`src/rtl/id_stage.sv`:
```
// Decode / operand-fetch stage of the 64-bit RISC-V pipeline: register-file addressing,
// EX/MEM/WB bypass, load-use bubble insertion and the ID/EX pipeline register.
module id_stage #(
    parameter int XLEN  = 64,
    parameter int CNT_W = 16
) (
    input  logic             clk,
    input  logic             rstn,
    input  logic             if_valid,
    input  logic [31:0]      if_instr,
    input  logic [XLEN-1:0]  if_pc,
    output logic             id_ready,
    output logic [4:0]       rs1,
    output logic [4:0]       rs2,
    input  logic [XLEN-1:0]  rs1_data,
    input  logic [XLEN-1:0]  rs2_data,
    input  logic             ex_ready,
    input  logic             flush,
    input  logic [XLEN-1:0]  ex_fwd_data,
    input  logic [4:0]       mem_rd,
    input  logic             mem_wr,
    input  logic [XLEN-1:0]  mem_data,
    input  logic [4:0]       wb_rd,
    input  logic             wb_wr,
    input  logic [XLEN-1:0]  wb_data,
    output logic             ex_valid,
    output logic [XLEN-1:0]  ex_pc,
    output logic [XLEN-1:0]  ex_op1,
    output logic [XLEN-1:0]  ex_op2,
    output logic [XLEN-1:0]  ex_imm,
    output logic [4:0]       ex_rd,
    output logic             ex_wr,
    output logic             ex_is_load,
    output logic [31:0]      ex_instr,
    output logic [CNT_W-1:0] stall_cnt
);

    localparam logic [6:0] OPC_LUI    = 7'b0110111;
    localparam logic [6:0] OPC_AUIPC  = 7'b0010111;
    localparam logic [6:0] OPC_JAL    = 7'b1101111;
    localparam logic [6:0] OPC_JALR   = 7'b1100111;
    localparam logic [6:0] OPC_BRANCH = 7'b1100011;
    localparam logic [6:0] OPC_LOAD   = 7'b0000011;
    localparam logic [6:0] OPC_STORE  = 7'b0100011;
    localparam logic [6:0] OPC_OPIMM  = 7'b0010011;
    localparam logic [6:0] OPC_OP     = 7'b0110011;
    localparam logic [6:0] OPC_OP32   = 7'b0111011;

    logic [6:0]       opcode_s;
    logic [4:0]       rd_s;
    logic [4:0]       rs1_s;
    logic [4:0]       rs2_s;
    logic             rs1_used_s;
    logic             rs2_used_s;
    logic             wr_s;
    logic             ex_fwd_ok_s;
    logic             load_use_s;
    logic [XLEN-1:0]  imm_s;
    logic [XLEN-1:0]  op1_s;
    logic [XLEN-1:0]  op2_s;

    logic             ex_valid_r;
    logic [XLEN-1:0]  ex_pc_r;
    logic [XLEN-1:0]  ex_op1_r;
    logic [XLEN-1:0]  ex_op2_r;
    logic [XLEN-1:0]  ex_imm_r;
    logic [4:0]       ex_rd_r;
    logic             ex_wr_r;
    logic             ex_is_load_r;
    logic [31:0]      ex_instr_r;
    logic [CNT_W-1:0] stall_cnt_r;

    assign opcode_s = if_instr[6:0];
    assign rd_s     = if_instr[11:7];
    assign rs1_s    = if_instr[19:15];
    assign rs2_s    = if_instr[24:20];
    assign rs1      = rs1_s;
    assign rs2      = rs2_s;

    // A load still in EX has no data yet, so it can only be waited for, never forwarded.
    assign ex_fwd_ok_s = ex_valid_r & ex_wr_r & ~ex_is_load_r;

    // Source-use and write-enable decode.
    always_comb begin
        rs1_used_s = 1'b1;
        rs2_used_s = 1'b0;
        wr_s       = 1'b0;
        case (opcode_s)
            OPC_LUI, OPC_AUIPC, OPC_JAL: begin
                rs1_used_s = 1'b0;
                wr_s       = (rd_s != 5'd0);
            end
            OPC_OP: begin
                rs2_used_s = 1'b1;
                wr_s       = (rd_s != 5'd0);
            end
            OPC_STORE, OPC_BRANCH: begin
                rs2_used_s = 1'b1;
            end
            OPC_OPIMM, OPC_LOAD, OPC_JALR: begin
                wr_s       = (rd_s != 5'd0);
            end
            default: begin
                wr_s       = 1'b0;
            end
        endcase
    end

    // Immediate extraction by instruction format, sign-extended to XLEN.
    always_comb begin
        imm_s = {XLEN{1'b0}};
        case (opcode_s)
            OPC_STORE:
                imm_s = {{(XLEN-12){if_instr[31]}}, if_instr[31:25], if_instr[11:7]};
            OPC_BRANCH:
                imm_s = {{(XLEN-13){if_instr[31]}}, if_instr[31], if_instr[7],
                         if_instr[30:25], if_instr[11:8], 1'b0};
            OPC_LUI, OPC_AUIPC:
                imm_s = {{(XLEN-32){if_instr[31]}}, if_instr[31:12], 12'd0};
            OPC_JAL:
                imm_s = {{(XLEN-21){if_instr[31]}}, if_instr[31], if_instr[19:12],
                         if_instr[20], if_instr[30:21], 1'b0};
            OPC_OP, OPC_OP32:
                imm_s = {XLEN{1'b0}};
            default:
                imm_s = {{(XLEN-12){if_instr[31]}}, if_instr[31:20]};
        endcase
    end

    // rs1 operand select: youngest producer wins, x0 is hardwired.
    always_comb begin
        op1_s = rs1_data;
        if (rs1_s == 5'd0) begin
            op1_s = {XLEN{1'b0}};
        end else if (ex_fwd_ok_s && (ex_rd_r == rs1_s)) begin
            op1_s = ex_fwd_data;
        end else if (mem_wr && (mem_rd == rs1_s)) begin
            op1_s = mem_data;
        end else if (wb_wr && (wb_rd == rs1_s)) begin
            op1_s = wb_data;
        end else begin
            op1_s = rs1_data;
        end
    end

    // rs2 operand select, same priority as rs1.
    always_comb begin
        op2_s = rs2_data;
        if (rs2_s == 5'd0) begin
            op2_s = {XLEN{1'b0}};
        end else if (ex_fwd_ok_s && (ex_rd_r == rs2_s)) begin
            op2_s = ex_fwd_data;
        end else if (mem_wr && (mem_rd == rs2_s)) begin
            op2_s = mem_data;
        end else if (wb_wr && (wb_rd == rs2_s)) begin
            op2_s = wb_data;
        end else begin
            op2_s = rs2_data;
        end
    end

    assign load_use_s = if_valid & ex_valid_r & ex_is_load_r & (ex_rd_r != 5'd0) &
                        ((rs1_used_s & (ex_rd_r == rs1_s)) | (rs2_used_s & (ex_rd_r == rs2_s)));

    // A flush discards the IF/ID entry, so it is always consumed even while EX is busy.
    assign id_ready = flush | (ex_ready & ~load_use_s);

    // ID/EX pipeline register and saturating load-use bubble counter.
    always_ff @(posedge clk or negedge rstn) begin
        if (!rstn) begin
            ex_valid_r   <= 1'b0;
            ex_pc_r      <= {XLEN{1'b0}};
            ex_op1_r     <= {XLEN{1'b0}};
            ex_op2_r     <= {XLEN{1'b0}};
            ex_imm_r     <= {XLEN{1'b0}};
            ex_rd_r      <= 5'd0;
            ex_wr_r      <= 1'b0;
            ex_is_load_r <= 1'b0;
            ex_instr_r   <= 32'd0;
            stall_cnt_r  <= {CNT_W{1'b0}};
        end else if (flush) begin
            ex_valid_r   <= 1'b0;
        end else if (!ex_ready) begin
            ex_valid_r   <= ex_valid_r;
        end else if (load_use_s) begin
            ex_valid_r   <= 1'b0;
            if (stall_cnt_r != {CNT_W{1'b1}}) begin
                stall_cnt_r <= stall_cnt_r + {{(CNT_W-1){1'b0}}, 1'b1};
            end else begin
                stall_cnt_r <= stall_cnt_r;
            end
        end else begin
            ex_valid_r   <= if_valid;
            ex_pc_r      <= if_pc;
            ex_op1_r     <= op1_s;
            ex_op2_r     <= op2_s;
            ex_imm_r     <= imm_s;
            ex_rd_r      <= rd_s;
            ex_wr_r      <= wr_s;
            ex_is_load_r <= (opcode_s == OPC_LOAD);
            ex_instr_r   <= if_instr;
        end
    end

    assign ex_valid   = ex_valid_r;
    assign ex_pc      = ex_pc_r;
    assign ex_op1     = ex_op1_r;
    assign ex_op2     = ex_op2_r;
    assign ex_imm     = ex_imm_r;
    assign ex_rd      = ex_rd_r;
    assign ex_wr      = ex_wr_r;
    assign ex_is_load = ex_is_load_r;
    assign ex_instr   = ex_instr_r;
    assign stall_cnt  = stall_cnt_r;

endmodule

```
`config.mk`:
```
export PLATFORM = sky130hd
export DESIGN_NAME = id_stage
export DESIGN_NICKNAME = d
export VERILOG_FILES = /design/src/rtl/id_stage.sv
export SDC_FILE = /design/constraint.sdc
export NUM_CORES = 1
export LEC_CHECK = 0
export CORE_AREA = 10 10 286 288
export CTS_CLUSTER_DIAMETER = 50
export DETAILED_ROUTE_END_ITERATION = 16
export DIE_AREA = 0 0 296 298
export GPL_TIMING_DRIVEN = 1
export SLEW_MARGIN = 20
export SYNTH_ARGS = -nofsm -noshare
export SYNTH_HDL_FRONTEND = slang
export SYNTH_SLANG_ARGS = --single-unit
```
`constraint.sdc`:
```
create_clock -name clk -period 3.6 [get_ports clk]
set_input_delay 0.72 -clock clk [delete_from_list [all_inputs] [get_ports clk]]
set_output_delay 0.72 -clock clk [all_outputs]
set_load 0.005 [all_outputs]
```
Word level (Yosys, flattened, before mapping)
Index checks and enable logic that the tools add are counted.

operators by class
  reductions and logical operators = 18
  $add $sub $neg = 1
  muxes and demuxes = 15
  bitwise gates (word level) = 14
  equal/unequal tests = 17

operators by type and width
  cell                                                             number
  64-bit 2-to-1 mux                                                8
  64-bit one-hot mux with 5 select lines                           1
  5-bit == test                                                    6
  7-bit by 6-bit == test with 1-bit output, second input constant  4
  7-bit == test, second input constant                             3
  16-bit by 1-bit adder with 16-bit output, second input constant  1
  16-bit inequality test, second input constant                    1
  7-bit by 5-bit == test with 1-bit output, second input constant  2
  5-bit logical NOT                                                2
  5-bit nonzero test                                               2
  1-bit bitwise AND                                                9
  7-bit by 2-bit == test with 1-bit output, second input constant  1
  7-bit OR reduction                                               1
  1-bit logical AND                                                6
  1-bit 2-to-1 mux                                                 6
  3-bit OR reduction                                               2
  4-bit AND reduction                                              1
  2-bit OR reduction                                               2
  1-bit inverter                                                   3
  3-bit AND reduction                                              1
  1-bit OR                                                         2
  2-bit nonzero test                                               1

word-level totals
  output and inout bits = 323
  bits in registers = 312
  word-level logic and storage cells = 75
  input port bits = 433

Depth between registers and ports, before layout
Gate-level depths: netlist (run 1).

  word-level depth = 9
  depth in mapped cells = 11
  gate-level depth less buffers = 6

Least setup slack after synthesis (run 1)
Ideal clock, no wire load.

  kind = in2out
  start point = input if_instr[2]
  end point = output id_ready
  arrival = 2.317 ns
  path buffers = 3
  data required time = 2.880 ns
  slack = 0.563 ns
  stages on the path = 8
  cell sequence = buf_2 > and4b_1 > and3_1 > nor4_4 > a21o_1 > buf_4 > buf_2 > o21bai_1

between the ends
  cells in the longest elaborated chain, start to end = 9
  elaborated cells on any way between the ends = 17
  those cells by class = eq/ne (6); mux (2); bitwise (7); reduce/logical (2)

ends and longest elaborated chain
  item                                   line  source
  start: declaration                     10    input logic [31:0] if_instr,
  7-bit == test (tied with other cells)  88    case (opcode_s)
  3-bit OR reduction (on tied branches)  --
  1-bit 2-to-1 mux                       88
  1-bit bitwise AND                      163   ((rs1_used_s & (ex_rd_r == rs1_s)) | (rs2_used_s & (ex_rd_r == rs2_s)));
  1-bit OR (*)                           163
  1-bit bitwise AND (*)                  162   assign load_use_s = if_valid & ex_valid_r & ex_is_load_r & (ex_rd_r != 5'd0) &
  1-bit inverter (no line) (*)           --
  1-bit bitwise AND (*)                  166   assign id_ready = flush | (ex_ready & ~load_use_s);
  1-bit OR (*)                           166
  end: declaration                       12    output logic id_ready,

Every way passes the cells marked *; elsewhere a longest branch is shown, timed or not.

Worst setup path after layout (run 1)
  start point = input if_instr[20]
  end point = output id_ready

between the ends
  cells in the longest elaborated chain, start to end = 7

ends and longest elaborated chain
  item                      line
  5-bit == test             163
  1-bit bitwise AND         163
  1-bit OR                  163
  1-bit bitwise AND         162
  1-bit inverter (no line)  --
  1-bit bitwise AND         166
  1-bit OR                  166

No other way between the ends.

==> flow_metrics.env, run 1 <==
export IMPL_synth_ff_type="dfrtp_1"
export IMPL_dp_cells=3037
export IMPL_start_util=0.2001
export IMPL_max_slew_margin_rel=0.3963
export IMPL_ios=756
export IMPL_drive_gt1_frac=0.1715
export IMPL_leakagePower_nw=10.54
export IMPL_drt_pass1_iter_count=5
export IMPL_cts_sinks=275
export IMPL_syn_avg_cell_area_um2=11.02
export IMPL_grt_use_met2=0.2948
export IMPL_route_vias_total=14811
export IMPL_hp_class="input port to asynchronous set/reset pin"
export IMPL_die_h_um=298
export IMPL_post_route_period_util=0.9821
export IMPL_via_per_inst=4.735
export IMPL_post_place_ws_ns=-0.1267
export IMPL_clock_latency_ns=0.59
export IMPL_fin_area_mm2=0.02568
export IMPL_cts_buffers_inserted=46
export IMPL_die_w_um=296
export IMPL_worstPathArrival_ns=2.82
export IMPL_post_dp_cell_area_mm2=0.02398
export IMPL_final_antenna_net_count=0
export IMPL_synth_top_family_by_area="multiplexers"
export IMPL_num_rows=101
export IMPL_nFillCells=7490
export IMPL_place_hpwl_um=64670
export IMPL_min_period_ns=3.535
export IMPL_routedWlPerCell_um=26.36
export IMPL_cts_tree="yes"
export IMPL_nets=2543
export IMPL_synth_nets=1809
export IMPL_fin_skew_ns=0.02355
export IMPL_grt_pass1_vias=16079
export IMPL_final_cell_mix="clkdlybuf4s50_1 (752), dfrtp_1 (273), mux2_2 (161)"
export IMPL_drc_errors=0
export IMPL_crit_fanout=3
export IMPL_synth_compound_area_frac=0.1504
export IMPL_clockBufferDepth=3
export IMPL_synthToLayoutAreaGrowth_pct=69.56
export IMPL_grt_pass1_wl_um=117400
export IMPL_ys_warn_count=0
export IMPL_grt_max_degree=97
export IMPL_synth_cells=1375
export IMPL_core_mm2=0.07570
export IMPL_drv_slew=0
export IMPL_peakVddDrop_uv=379.2
export IMPL_async_flop_share=1.000
export IMPL_grt_ovfl_total=0
export IMPL_cts_max_level=2
export IMPL_crit_type="input port to output port"
export IMPL_gr_usage_met3=0.06419
export IMPL_synth_edf_count=0
export IMPL_synth_cell_types=54
export IMPL_required_ns=2.88
export IMPL_status="completed"
export IMPL_setup_viol=0
export IMPL_port_buffers=755
export IMPL_clkSlewWorstSetupHoldPaths_ns=0.06
export IMPL_synth_seq_cells=275
export IMPL_timing_final_ws_setup_ns=0.06452
export IMPL_tightest_slew_ns=0.9023
export IMPL_end_kind="output port"
export IMPL_place_congestion=0.8833
export IMPL_synth_simple_area_share=0.09021
export IMPL_cp_start_kind="input port"
export IMPL_met1_usage=0.2122
export IMPL_power_total_mw=11.25
export IMPL_drv_cap=0
export IMPL_synth_fa_ha_area_frac=0.0008261
export IMPL_yosysSeqAreaShare=0.4544
export IMPL_antenna_found_initial=16
export IMPL_dieArea_mm2=0.08821
export IMPL_netlist_area_mm2=0.01515
export IMPL_synth_xor_area_share=0.02602
export IMPL_cts_root_buffer="clkbuf_16"
export IMPL_finalNonFillerCells=3128
export IMPL_routed_wl_um=82440
export IMPL_grt_use_total=0.1773
export IMPL_synthMuxAreaShare=0.2043
export IMPL_hold_viol_final=0
export IMPL_p_per_area_mw_per_mm2=438.2
export IMPL_fmax_mhz=282.8
export IMPL_grt_busiest_layer="met2"
export IMPL_final_common_cell="clkdlybuf4s50_1"
export IMPL_initialDrtViolationCount=956
export IMPL_cts_hold_buffers_added=0
[state kept, by name, summed over array words and instances, names as in the netlist]
name / cells
ex_valid: 1
ex_pc: 64
ex_is_load: 1
ex_op1: 64
stall_cnt: 16
ex_wr: 1
ex_op2: 64
ex_instr: 28
ex_imm: 32
ex_rd: 4
[final timing paths]
check                                       start                  endpoint  slack, ns  depth (start not counted)
min                                          rstn     ex_op1[1]$_DFFE_PN0P_       0.20                          1
min in group clk           ex_imm[11]$_DFFE_PN0P_    ex_imm[11]$_DFFE_PN0P_       0.48                          2
max                                  if_instr[20]                  id_ready       0.06                          8
max reg2reg                  ex_rd[2]$_DFFE_PN0P_    ex_op1[40]$_DFFE_PN0P_       0.70                          8
min reg2reg                ex_imm[11]$_DFFE_PN0P_    ex_imm[11]$_DFFE_PN0P_       0.48                          2
max in group asynchronous                    rstn  ex_instr[20]$_DFFE_PN0P_       2.52                          2
[per-stage QoR]
step,hold slack (ns),setup TNS [ns],util
after global routing,0.2436,-0.02100,0.3392
after detailed placement,0.4731,-0.2747,0.3168
after floorplan,0.4244,0,-
after CTS,0.2095,0,0.3387
after global placement,0.4633,-1.763,0.3168
final,0.2006,0,0.3393
[kinds of logic (layout without fill, tap and decap cells)]
group | after synthesis | count (layout)
and+or+nand+nor | 261 | 261
xor gates and xnor gates | 45 | 45
DFF | 275 | 275
adders and majority gates | 1 | 1
muxes | 289 | 289
AOI/OAI and AO/OA | 329 | 329
buffers and inverters | 175 | 946
other | 0 | 4
[cell usage after synthesis, types with 2 or more instances]
| cell | count | share of area |
|---|---|---|
| o21ai_0 | 98 | 0.032 |
| a21oi_1 | 19 | 0.0063 |
| mux2_2 | 161 | 0.12 |
| nor2_1 | 13 | 0.0032 |
| a221o_1 | 64 | 0.042 |
| clkbuf_1 | 48 | 0.012 |
| a32oi_1 | 64 | 0.037 |
| nand4_1 | 6 | 0.0025 |
| o21ai_1 | 65 | 0.021 |
| nor3_1 | 5 | 0.0017 |
| buf_1 | 3 | 0.00074 |
| nor2b_1 | 2 | 0.00083 |
| nor3b_1 | 2 | 0.00099 |
| xnor2_1 | 22 | 0.013 |
| and3_1 | 74 | 0.031 |
| nand2b_1 | 2 | 0.00083 |
| dfrtp_1 | 275 | 0.45 |
| a22oi_1 | 5 | 0.0025 |
| nand2_1 | 117 | 0.029 |
| xor2_1 | 23 | 0.013 |
| nor3_2 | 2 | 0.0013 |
| mux2i_1 | 128 | 0.085 |
| a31oi_1 | 3 | 0.0012 |
| and2_1 | 3 | 0.0012 |
| nand3_1 | 15 | 0.0050 |
| nor4_1 | 4 | 0.0017 |
| o21a_1 | 2 | 0.00099 |
| buf_6 | 27 | 0.020 |
| or4_1 | 4 | 0.0020 |
| buf_2 | 40 | 0.013 |
| buf_4 | 56 | 0.028 |
[final cells by class]
class / instances / area (um^2) / area share
inverter: 1 / 3.754 / 0.0001462
tap: 978 / 1224 / 0.04765
clock buffer: 56 / 1229 / 0.04784
sequential: 275 / 6884 / 0.2681
clock inverter: 29 / 416.7 / 0.01622
antenna: 4 / 10.01 / 0.0003898
timing repair buffer: 860 / 8693 / 0.3385
multi-input combinational: 925 / 7221 / 0.2812
[critical path: stages]
cell             delay, ns
clkdlybuf4s50_1       0.47
xor2_1                0.20
nor3_2                0.28
buf_4                 0.18
nor4bb_4              0.23
a21o_1                0.18
o21bai_1              0.09
clkdlybuf4s50_1       0.45
[where the power goes]
group / internal [mW] / switching [mW] / total (mW)
sequential: 3.50 / 0.285 / 3.79
clock: 2.98 / 1.78 / 4.76
combinational: 1.68 / 1.02 / 2.71
total: 8.16 / 3.09 / 11.3
[repair_timing]
item | 4_1_cts | 5_1_grt
pin swaps | 1 | 3
setup buffers | 1 | 1
gates resized for setup | 3 | 4
setup endpoints to repair | 1 | 1
[per-layer routing]
metal	wire length, um	up-vias	part of all wire
met1	32590	7287	0.40
met4	2159	12	0.026
met3	8550	122	0.10
met5	81	-	0.00098
li1	-	6554	-
met2	39060	836	0.47
Note: power is estimated with default switching activity, not from simulation.
==> run 2, diff against run 1 <==
--- a/config.mk
+++ b/config.mk
@@ -9,7 +9,6 @@
 export CTS_CLUSTER_DIAMETER = 50
 export DETAILED_ROUTE_END_ITERATION = 16
 export DIE_AREA = 0 0 296 298
-export GPL_TIMING_DRIVEN = 1
 export SLEW_MARGIN = 20
 export SYNTH_ARGS = -nofsm -noshare
 export SYNTH_HDL_FRONTEND = slang
==> results of run 2 <==
Final layout, timing and power as in run 1 (identical DEF).
